File: config.mk
export PLATFORM = sky130hd
export DESIGN_NAME = button_event_detector
export DESIGN_NICKNAME = d
export VERILOG_FILES = /design/src/rtl/btn_event_pkg.sv /design/src/rtl/btn_event_channel.sv /design/src/rtl/button_event_detector.sv
export SDC_FILE = /design/constraint.sdc
export NUM_CORES = 1
export LEC_CHECK = 0
export BUFFER_PORTS_ARGS = -buffer_cell sky130_fd_sc_hd__buf_2
export CAP_MARGIN = 0
export CORE_MARGIN = 5
export CORE_UTILIZATION = 50
export CTS_CLUSTER_SIZE = 30
export DETAILED_ROUTE_END_ITERATION = 8
export GPL_ROUTABILITY_DRIVEN = 0
export GPL_TIMING_DRIVEN = 0
export PLACE_DENSITY_LB_ADDON = 0.1
export SETUP_SLACK_MARGIN = 0.02
export SYNTH_ARGS = -nofsm -noshare
export SYNTH_HDL_FRONTEND = slang
export SYNTH_SLANG_ARGS = --single-unit
File: constraint.sdc
create_clock -name clk_i -period 9.65 [get_ports clk_i]
set_clock_uncertainty 0.1 [all_clocks]
set_input_delay 1.4475 -clock clk_i [delete_from_list [all_inputs] [get_ports clk_i]]
set_output_delay 1.4475 -clock clk_i [all_outputs]
set_load 0.03 [all_outputs]
File: src/rtl/btn_event_pkg.sv
// btn_event_pkg: shared hold-state type, counter sizing and default cycle constants
package btn_event_pkg;

    typedef enum logic [1:0] {IDLE, HELD, LONG} hold_state_t;

    localparam int DEF_DEBOUNCE_CYC = 1_000_000;
    localparam int DEF_LONG_CYC     = 50_000_000;
    localparam int DEF_REPEAT_CYC   = 10_000_000;

    function automatic int cnt_width(input int a, input int b, input int c);
        int m;
        m = (a > b) ? a : b;
        m = (m > c) ? m : c;
        return $clog2(m);
    endfunction

endpackage

File: src/rtl/btn_event_channel.sv
// btn_event_channel: one button channel with synchroniser, debounce and hold/auto-repeat events
module btn_event_channel
    import btn_event_pkg::*;
#(
    parameter int DEBOUNCE_CYC = DEF_DEBOUNCE_CYC,
    parameter int LONG_CYC     = DEF_LONG_CYC,
    parameter int REPEAT_CYC   = DEF_REPEAT_CYC
) (
    input  logic clk_i,
    input  logic rst_i,
    input  logic btn_i,
    input  logic repeat_en_i,
    output logic level_o,
    output logic press_o,
    output logic release_o,
    output logic long_o,
    output logic repeat_o
);

    localparam int CNT_W = cnt_width(DEBOUNCE_CYC, LONG_CYC, REPEAT_CYC);
    localparam logic [CNT_W-1:0] DEB_LAST = CNT_W'(DEBOUNCE_CYC - 1);
    localparam logic [CNT_W-1:0] LONG_LAST = CNT_W'(LONG_CYC - 1);
    localparam logic [CNT_W-1:0] REP_LAST = CNT_W'(REPEAT_CYC - 1);

    logic s1_q, s2_q;
    logic [CNT_W-1:0] dcnt_q, dcnt_d, hcnt_q, hcnt_d;
    hold_state_t state_q, state_d;
    logic level_q, level_d, press_q, press_d, release_q, release_d;
    logic long_q, long_d, repeat_q, repeat_d;
    logic differ, toggle;

    always_comb begin
        differ    = s2_q != level_q;
        toggle    = differ && (dcnt_q == DEB_LAST);
        dcnt_d    = (!differ || toggle) ? '0 : dcnt_q + CNT_W'(1);
        level_d   = level_q ^ toggle;
        press_d   = toggle && !level_q;
        release_d = toggle && level_q;
        state_d   = state_q;
        hcnt_d    = hcnt_q;
        long_d    = 1'b0;
        repeat_d  = 1'b0;
        // a debounced edge overrides whatever the hold counter was about to do
        if (release_d) begin
            state_d = IDLE;
            hcnt_d  = '0;
        end else if (press_d) begin
            state_d = HELD;
            hcnt_d  = '0;
        end else if (state_q == HELD) begin
            long_d  = hcnt_q == LONG_LAST;
            state_d = long_d ? LONG : HELD;
            hcnt_d  = long_d ? '0 : hcnt_q + CNT_W'(1);
        end else if (state_q == LONG) begin
            repeat_d = (hcnt_q == REP_LAST) && repeat_en_i;
            hcnt_d   = (hcnt_q == REP_LAST) ? '0 : hcnt_q + CNT_W'(1);
        end
    end

    always_ff @(posedge clk_i or posedge rst_i) begin
        if (rst_i) begin
            s1_q      <= 1'b0;
            s2_q      <= 1'b0;
            dcnt_q    <= '0;
            hcnt_q    <= '0;
            state_q   <= IDLE;
            level_q   <= 1'b0;
            press_q   <= 1'b0;
            release_q <= 1'b0;
            long_q    <= 1'b0;
            repeat_q  <= 1'b0;
        end else begin
            s1_q      <= btn_i;
            s2_q      <= s1_q;
            dcnt_q    <= dcnt_d;
            hcnt_q    <= hcnt_d;
            state_q   <= state_d;
            level_q   <= level_d;
            press_q   <= press_d;
            release_q <= release_d;
            long_q    <= long_d;
            repeat_q  <= repeat_d;
        end
    end

    assign level_o   = level_q;
    assign press_o   = press_q;
    assign release_o = release_q;
    assign long_o    = long_q;
    assign repeat_o  = repeat_q;

endmodule

File: src/rtl/button_event_detector.sv
// button_event_detector: N_CH independent debounced button channels with press/release/long/repeat pulses
module button_event_detector
    import btn_event_pkg::*;
#(
    parameter int N_CH         = 5,
    parameter int DEBOUNCE_CYC = DEF_DEBOUNCE_CYC,
    parameter int LONG_CYC     = DEF_LONG_CYC,
    parameter int REPEAT_CYC   = DEF_REPEAT_CYC
) (
    input  logic            clk_i,
    input  logic            rst_i,
    input  logic [N_CH-1:0] btn_i,
    input  logic [N_CH-1:0] repeat_en_i,
    output logic [N_CH-1:0] level_o,
    output logic [N_CH-1:0] press_o,
    output logic [N_CH-1:0] release_o,
    output logic [N_CH-1:0] long_o,
    output logic [N_CH-1:0] repeat_o
);

    for (genvar i = 0; i < N_CH; i++) begin : g_ch
        btn_event_channel #(
            .DEBOUNCE_CYC(DEBOUNCE_CYC),
            .LONG_CYC    (LONG_CYC),
            .REPEAT_CYC  (REPEAT_CYC)
        ) u_ch (
            .clk_i      (clk_i),
            .rst_i      (rst_i),
            .btn_i      (btn_i[i]),
            .repeat_en_i(repeat_en_i[i]),
            .level_o    (level_o[i]),
            .press_o    (press_o[i]),
            .release_o  (release_o[i]),
            .long_o     (long_o[i]),
            .repeat_o   (repeat_o[i])
        );
    end

endmodule

# [After elaboration in Yosys (flattened, before gate mapping)]
# Cells that the tools add are included.
[totals] register_bits=305 inputBits=12 out_inout_bits=25 wordCells=230
[classes] add_sub_neg=10 n_eq_ne=30 n_mux=90 n_bitwise=5 n_reduce_logical=45
[ops] cell="$mux W26" n=35
[ops] cell="$add A26 B1 Y26 const B" n=10
[ops] cell="$eq A26 B20 Y1 const B" n=5
[ops] cell="$eq A26 B24 Y1 const B" n=5
[ops] cell="$eq A26 B26 Y1 const B" n=5
[ops] cell="$mux W2" n=20
[ops] cell="$mux W1" n=35
[ops] cell="$logic_and A1 B1 Y1" n=20
[ops] cell="$reduce_bool A4 Y1" n=5
[ops] cell="$reduce_bool A3 Y1" n=5
[ops] cell="$eq A2 B1 Y1 const B" n=5
[ops] cell="$eq A2 B2 Y1 const B" n=5
[ops] cell="$logic_not A1 Y1" n=10
[ops] cell="$logic_or A1 B1 Y1" n=5
[ops] cell="$ne A1 B1 Y1" n=5
[ops] cell="$xor A1 B1 Y1" n=5

# [Longest topological paths before layout]
# Gate-level depths: netlist of run 1.
[logic_depth] word_depth=6 mapped_depth=9 mapped_depth_nobuf=7

# [By module]
# Synthesis of run 1 repeated with hierarchy kept, for this count alone.
[hier_totals] cells_unflattened=1720 hier_area_um2=16296.9
[by_module_without_submodules] mod="btn_event_channel" instances=5 cells_each=344 area_per_inst_um2=3259.4 seq_area_each_um2=1526.5

# [Least setup slack after synthesis of run 1]
# Ideal clock, no wire load.
[synth_timing] path_kind="reg2reg" startpoint="reg g_ch[2].u_ch.dcnt_q[0]" endpoint="reg g_ch[2].u_ch.hcnt_q[20]" setup_time_ns=0.073 arrival_time_ns=2.247 t_required_ns=9.477 slack_ns=7.230 stages_incl_launch_ff=9 path_buffers=2 synth_period_minus_slack_ns=2.420 cell_sequence="dfrtp_1 -> ha_1 -> nand4_1 -> or2_1 -> buf_2 -> o41a_1 -> buf_2 -> or4_4 -> a21oi_2"
[synth_between] elab_chain_len=5 word_cells_on_any_way=7 classes_between="1 x eq/ne; 2 x mux; 4 x reduce/logical"
[synth_rtl] element="start: declaration" line="btn_event_channel.sv:26" rtl="logic [CNT_W-1:0] dcnt_q, dcnt_d, hcnt_q, hcnt_d;"
[synth_rtl] element="start signal: assignment" line="btn_event_channel.sv:75" rtl="dcnt_q <= dcnt_d;"
[synth_rtl] element="$eq A26 B20 Y1 *" line="btn_event_channel.sv:34" rtl="toggle = differ && (dcnt_q == DEB_LAST);"
[synth_rtl] element="$logic_and A1 B1 Y1 *" line="btn_event_channel.sv:34"
[synth_rtl] element="$logic_and A1 B1 Y1" line="btn_event_channel.sv:37" rtl="press_d = toggle && !level_q;"
[synth_rtl] element="$mux W26" line="btn_event_channel.sv:47" rtl="end else if (press_d) begin"
[synth_rtl] element="$mux W26" line="btn_event_channel.sv:44" rtl="if (release_d) begin"
[synth_rtl] element="end signal: assignment" line="btn_event_channel.sv:76" rtl="hcnt_q <= hcnt_d;"
[synth_rtl] element="end: declaration" line="btn_event_channel.sv:26"
# Every way passes the cells marked *; elsewhere a longest branch is shown, timed or not.
# A chain may end at the register's enable or synchronous reset.

# [Worst setup path in the final report of run 1]
[layout_timing] startpoint="reg g_ch[2].u_ch.dcnt_q[0]" endpoint="reg g_ch[2].u_ch.hcnt_q[2]"
# Same word-level chain as after synthesis.

==> results.json, run 1 <==
{
  "ys_warn_count": 0,
  "root_buffer": "clkbuf_16",
  "globalRouteTotalUtil": 0.200,
  "rsz0062_at_grt": "no",
  "grt_pass1_vias": 12800,
  "powerDensity_mw_per_mm2": 151,
  "finalMaxSlewViolations": 0,
  "cts_setup_buffers": 0,
  "power_switching_uw": 573,
  "crit_arrival_ns": 3.24,
  "outcome": "complete, no violations",
  "start_util": 0.510,
  "grt_pass1_wl_um": 62400,
  "min_period_over_period": 0.304,
  "cp.required_ns": 9.95,
  "area_growth_syn_to_layout_pct": 13.1,
  "synth_edf_count": 0,
  "synth_cell_types": 65,
  "cp_slowest_cell": "o41ai_1",
  "fp.dieW_um": 190,
  "hold_class": "flop to flop",
  "synthesis.nets": 1728,
  "crit_fanout": 6,
  "p_clk_frac": 0.511,
  "die-height_um": 190,
  "tns_ns": 0,
  "overflow": 0,
  "drt_iter0_drc": 793,
  "post_drt_wl_per_cell_um": 16.2,
  "syn_area_sq_mm": 0.0162,
  "multi_input_area_sq_mm": 0.00794,
  "worstSetupPathType": "flop to flop",
  "p_int_mw": 2.19,
  "cts_sinks": 305,
  "max-slew-margin-rel": 0.171,
  "grt_max_degree": 41,
  "peakVddDrop_mv": 0.150,
  "combPwrFrac": 0.021,
  "routed_wirelength_um": 35800,
  "path_clk_slew_ns": 0.06,
  "worst_path_largest_cell_delay_ns": 1.07,
  "fin_crit_ns": 2.94,
  "seq_area_sq_mm": 0.00763,
  "num_rows": 65,
  "numCtsBuffers": 37,
  "drive_gt1_frac": 0.0992,
  "drc": 0,
  "r2r_slack_ns": 6.71,
  "end_kind": "flop",
  "fmax_mhz": 340,
  "cts.htree.levels": 2,
  "path_cells": "ha_1, nand4_1, or2_1, buf_2, o41ai_1, o311ai_0, o21a_1",
  "die-area_sq_mm": 0.0360,
  "synthArstFlopShare": 1.00,
  "clockBufferDepth": 3,
  "ys_seq_area_frac": 0.472,
  "seq_power_share": 0.468,
  "portBuffers": 36,
  "hold_buffers": 0,
  "cp-start-kind": "flop",
  "p_sw_frac": 0.208,
  "io_pins": 37,
  "p_leak_nw": 7.38,
  "first_pass_iters": 5,
  "antenna_found_initial": 0,
  "hpwl_um": 24900,
  "worstMarginPinSlew_ns": 1.23,
  "cts_resized": 0,
  "fin_nets": 1812,
  "core_sq_mm": 0.0317,
  "clkLatencyLatePin_ns": 0.50,
  "cts_tree": "done",
  "antenna_cells": 0,
  "antenna_left": 0,
  "finalHoldWorstSlack_ns": 0.250,
  "ys.flop_type": "dfrtp_1",
  "cap_violations": 0,
  "final-hold-violation-count": 0,
  "ys_seq_elements": 305,
  "num_vias": 13200,
  "syn_area_per_cell_sq_um": 9.54,
  "n_fill_cell": 2779,
  "setup_viol_count_final": 0,
  "synth_cells": 1696,
  "vias_per_cell": 5.99
}
## power groups by stage
| stage | sequential [mW] | combinational, mW | clock (mW) |
|---|---|---|---|
| 6_report | 1.29 | 0.0570 | 1.41 |
| 5_1_grt | 1.29 | 0.0679 | 1.51 |
| 4_1_cts | 1.29 | 0.0600 | 1.46 |
| 3_5_place_dp | 1.32 | 0.0600 | 0 |
| 3_3_place_gp | 1.32 | 0.0501 | 0 |
| 2_1_floorplan | 1.32 | 0.0352 | 0 |
## metal layers
layer / track usage / routed length (um) / vias to the layer above / share of wire
li1: - / - / 6456 / -
met1: 0.284 / 17000 / 6505 / 0.47
met2: 0.330 / 16800 / 214 / 0.47
met3: 0.0266 / 1300 / 50 / 0.036
met4: 0.0470 / 633 / 0 / 0.018
met5: 0 / 0 / - / 0
## logic make-up after synthesis
logic type / synth area share
AND/OR/NAND/NOR: 0.296
multiplexers: 0.00681
buffers and inverters: 0.0373
XOR/XNOR: 0.0693
AO/OA/AOI/OAI: 0.104
adder cells (fa/ha/maj): 0.0155
flip-flops: 0.472
## area by class of cell
type                       count  share of cell area
buffer                        91              0.0252
tap                          402              0.0275
timing repair buffer          45              0.0201
sequential                   305               0.417
clock buffer                  52              0.0591
multi-input combinational   1262               0.434
clock inverter                12             0.00916
inverter                      38             0.00800
## cell usage in the layout (no fill, tap or decap), drive strengths merged, types with 6 or more instances in the layout
cell	count
dfrtp	305
nor2	167
nand2	117
a21oi	114
clkbuf	105
nand3	89
nand4	85
buf	83
xor2	72
or4	63
o31ai	57
xnor2	56
o21ai	53
or3	48
and4	44
nor4	43
nor3	38
inv	37
nor4b	25
and3	25
ha	20
and2	17
or4b	13
nor3b	12
nand2b	10
nand4b	9
nor4bb	9
mux2	8
or2	7
o21a	6
## metrics by stage
stage / std cells / util / power (mW) / setup slack [ns] / instance area [sq um]
2_1_floorplan: 1696 / - / 1.35 / 4.05 / 16200
3_3_place_gp: 2134 / 0.532 / 1.37 / 2.08 / 16900
3_5_place_dp: 2143 / 0.538 / 1.38 / 6.74 / 17100
4_1_cts: 2207 / 0.577 / 2.81 / 6.72 / 18300
5_1_grt: 2207 / 0.577 / 2.87 / 6.45 / 18300
6_report: 2207 / 0.577 / 2.76 / 6.71 / 18300
## flip-flops by register name (all words and copies together), names as in the netlist, named ones only
name and flops:
g_ch.u_ch.s1_q 5, g_ch.u_ch.hcnt_q 130, g_ch.u_ch.release_o 5, g_ch.u_ch.long_o 5, g_ch.u_ch.dcnt_q 130, g_ch.u_ch.repeat_o 5
g_ch.u_ch.press_o 5, g_ch.u_ch.state_q 10, g_ch.u_ch.s2_q 5
## final timing paths
check                                                      to                             start  cells past startpoint
min reg2reg                       g_ch[0].u_ch.s2_q$_DFF_PP0_       g_ch[0].u_ch.s1_q$_DFF_PP0_                      0
max in group asynchronous     g_ch[1].u_ch.repeat_o$_DFF_PP0_                             rst_i                      6
max reg2reg                g_ch[2].u_ch.hcnt_q[2]$_DFFE_PP0P_  g_ch[2].u_ch.dcnt_q[0]$_DFF_PP0_                      7
max                        g_ch[2].u_ch.hcnt_q[2]$_DFFE_PP0P_  g_ch[2].u_ch.dcnt_q[0]$_DFF_PP0_                      7
min                               g_ch[0].u_ch.s2_q$_DFF_PP0_       g_ch[0].u_ch.s1_q$_DFF_PP0_                      0
min in group asynchronous    g_ch[0].u_ch.dcnt_q[0]$_DFF_PP0_                             rst_i                      2
## synth_stat cells (11+ instances only)
cell,instances,area [sq um]
buf_4,26,195
nor4_1,40,250
nor2_1,167,627
inv_1,38,143
and2_1,16,100
buf_2,11,55.1
a21oi_1,113,566
o21ai_0,51,255
nand4_1,84,526
nand2_1,117,439
and4_1,44,385
nor3_1,38,190
and3_1,25,156
ha_1,20,250
clkbuf_1,53,199
nand3_1,89,445
or3_1,48,300
o31ai_1,57,428
xnor2_1,56,490
xor2_1,72,631
dfrtp_1,305,7630
nor4b_1,25,219
nor3b_1,12,90.1
or4_1,61,458
## critical path: cells and delay by family (launching register included)
family          cells  cell delay, ns
compound gates      3            1.55
simple gates        2            0.41
flops               1            0.39
fa+ha+maj           1            0.22
buf+inv             1            0.16
Note: power is estimated with default switching activity, not from simulation.
==> run 2: changes to the inputs <==
==> constraint.sdc (replaced) <==
create_clock -name clk_i -period 2.6 [get_ports clk_i]
set_clock_uncertainty 0.1 [all_clocks]
set_input_delay 0.39 -clock clk_i [delete_from_list [all_inputs] [get_ports clk_i]]
set_output_delay 0.39 -clock clk_i [all_outputs]
set_load 0.03 [all_outputs]
==> run 2 against run 1 <==
Effect of this change:
- design area up 4.1%
- largest power group unchanged
- highest routed layer unchanged
- setup slack worse by 6.7 ns
- fmax is 14% higher
- hold slack got worse by 0.22 ns
- largest cell class unchanged
- die area unchanged
- global-route usage is 0.13 points higher
- routed wire length grew 2.8%
==> results.json, run 2 (same netlist as run 1, synthesis figures left out) <==
{
  "end_kind": "flop",
  "die-area_sq_mm": 0.0360,
  "place_ws_ns": -0.310,
  "cts.htree.levels": 2,
  "grt_max_degree": 41,
  "busiest_layer": "met2",
  "setup_viol_count_final": 0,
  "fin_crit_ns": 2.57,
  "globalRouteTotalUtil": 0.202,
  "drc": 0,
  "hold_class": "input pin to flop",
  "grt_pass1_wl_um": 62900,
  "overflow": 0,
  "core_sq_mm": 0.0317,
  "path_clk_slew_ns": 0.06,
  "met1_usage": 0.284,
  "post_drt_wl_per_cell_um": 16.4,
  "numCtsBuffers": 37,
  "final_cells": 2239,
  "crit_fanout": 6,
  "design_area_sq_mm": 0.0190,
  "antenna_cells": 0,
  "clockBufferDepth": 3,
  "cp.required_ns": 2.93,
  "fin_nets": 1844,
  "drt_iter0_drc": 769,
  "drive_gt1_frac": 0.160,
  "area_growth_syn_to_layout_pct": 17.7,
  "crit_arrival_ns": 2.91,
  "vias_per_cell": 6.00,
  "mostFrequentLayoutCell": "dfrtp_1",
  "final-hold-violation-count": 0,
  "min_period_over_period": 0.990,
  "met3_usage": 0.0275,
  "grt_pass1_vias": 12900,
  "timing.final.ws_setup_ns": 0.0250,
  "fp.dieW_um": 190,
  "powerDensity_mw_per_mm2": 541,
  "place_area_sq_mm": 0.0171,
  "cap_violations": 0,
  "place_inst": 2143,
  "rsz0062_at_grt": "yes",
  "worstMarginPinSlew_ns": 1.21,
  "reg_top3": "g_ch.u_ch.dcnt_q x130, g_ch.u_ch.hcnt_q x130, g_ch.u_ch.state_q x10",
  "start_util": 0.510,
  "tns_ns": 0,
  "outcome": "complete, no violations",
  "io_pins": 37,
  "p_leak_nw": 7.79,
  "hpwl_um": 24900,
  "cts_sinks": 305,
  "root_buffer": "clkbuf_16",
  "die-height_um": 190,
  "design_power_total_mw": 10.3,
  "antenna_found_initial": 0,
  "portBuffers": 36,
  "peakVddDrop_mv": 0.554,
  "antenna_left": 0,
  "num_rows": 65,
  "fmax_mhz": 388,
  "first_pass_iters": 5,
  "clkLatencyLatePin_ns": 0.51,
  "cts_tree": "done",
  "final_cell_mix": "dfrtp_1 (301), nor2_1 (167), nand2_1 (115)",
  "cp-start-kind": "flop",
  "finalMaxSlewViolations": 0,
  "routed_wirelength_um": 36800,
  "use_met2": 0.334,
  "max-slew-margin-rel": 0.185,
  "worstSetupPathType": "flop to flop",
  "num_vias": 13400
}
==> run 2: through the flow <==
step | hold WS [ns] | utilization
after global routing | 0.0160 | 0.600
final | 0.0306 | 0.600
after detailed placement | 0.236 | 0.538
after floorplan | 0.231 | -
after CTS | 0.00981 | 0.584
after global placement | 0.233 | 0.532
==> run 2: power breakdown <==
part / switching, mW / internal, mW / leakage (nW)
logic: 0.158 / 0.0818 / 2.96
registers: 0.0273 / 4.78 / 4.22
clock network: 1.97 / 3.29 / 0.610
==> run 2: worst paths after layout <==
check                                                      end                        startpoint  cells after the start  slack, ns
max                        g_ch[2].u_ch.hcnt_q[11]$_DFFE_PP0P_  g_ch[2].u_ch.dcnt_q[1]$_DFF_PP0_                      8       0.03
min                            g_ch[0].u_ch.repeat_o$_DFF_PP0_                    repeat_en_i[0]                      3       0.03
max reg2reg                g_ch[2].u_ch.hcnt_q[11]$_DFFE_PP0P_  g_ch[2].u_ch.dcnt_q[1]$_DFF_PP0_                      8       0.03
min reg2reg                        g_ch[0].u_ch.s2_q$_DFF_PP0_       g_ch[0].u_ch.s1_q$_DFF_PP0_                      0       0.25
max in group asynchronous      g_ch[1].u_ch.repeat_o$_DFF_PP0_                             rst_i                      7       0.82
min in group asynchronous     g_ch[0].u_ch.dcnt_q[0]$_DFF_PP0_                             rst_i                      3       0.36
==> run 2: final cells by class <==
type	instances	area (sq um)
plain buffers	88	524
clock buffers	52	1080
clock inverters	12	168
fillers	2704	12700
inverters	38	146
multi-input cells	1262	8330
flip-flops and latches	305	7640
well taps	402	503
repair buffers	80	653
==> run 2: critical path: stages, from the launching register on <==
cell and delay (ns):
dfrtp_1 0.40, ha_4 0.16, nand4_1 0.10, or2_1 0.23, buf_4 0.17, o41a_1 0.54
buf_6 0.19, or4_4 0.48, a21oi_2 0.14
==> run 2: repair_timing <==
action	4_1_cts	5_1_grt
hold buffers	7	0
gates resized for setup	34	99
buffers inserted	7	19
endpoints found under the hold margin	25	0
endpoints found under the setup margin	187	210
pin swaps	5	21
cloned	0	2
==> run 2: routing by layer <==
metal  wire, um  part of all wire
met1      17300              0.47
met2      17500              0.48
met3       1300             0.035
met4        628             0.017
met5          0                 0
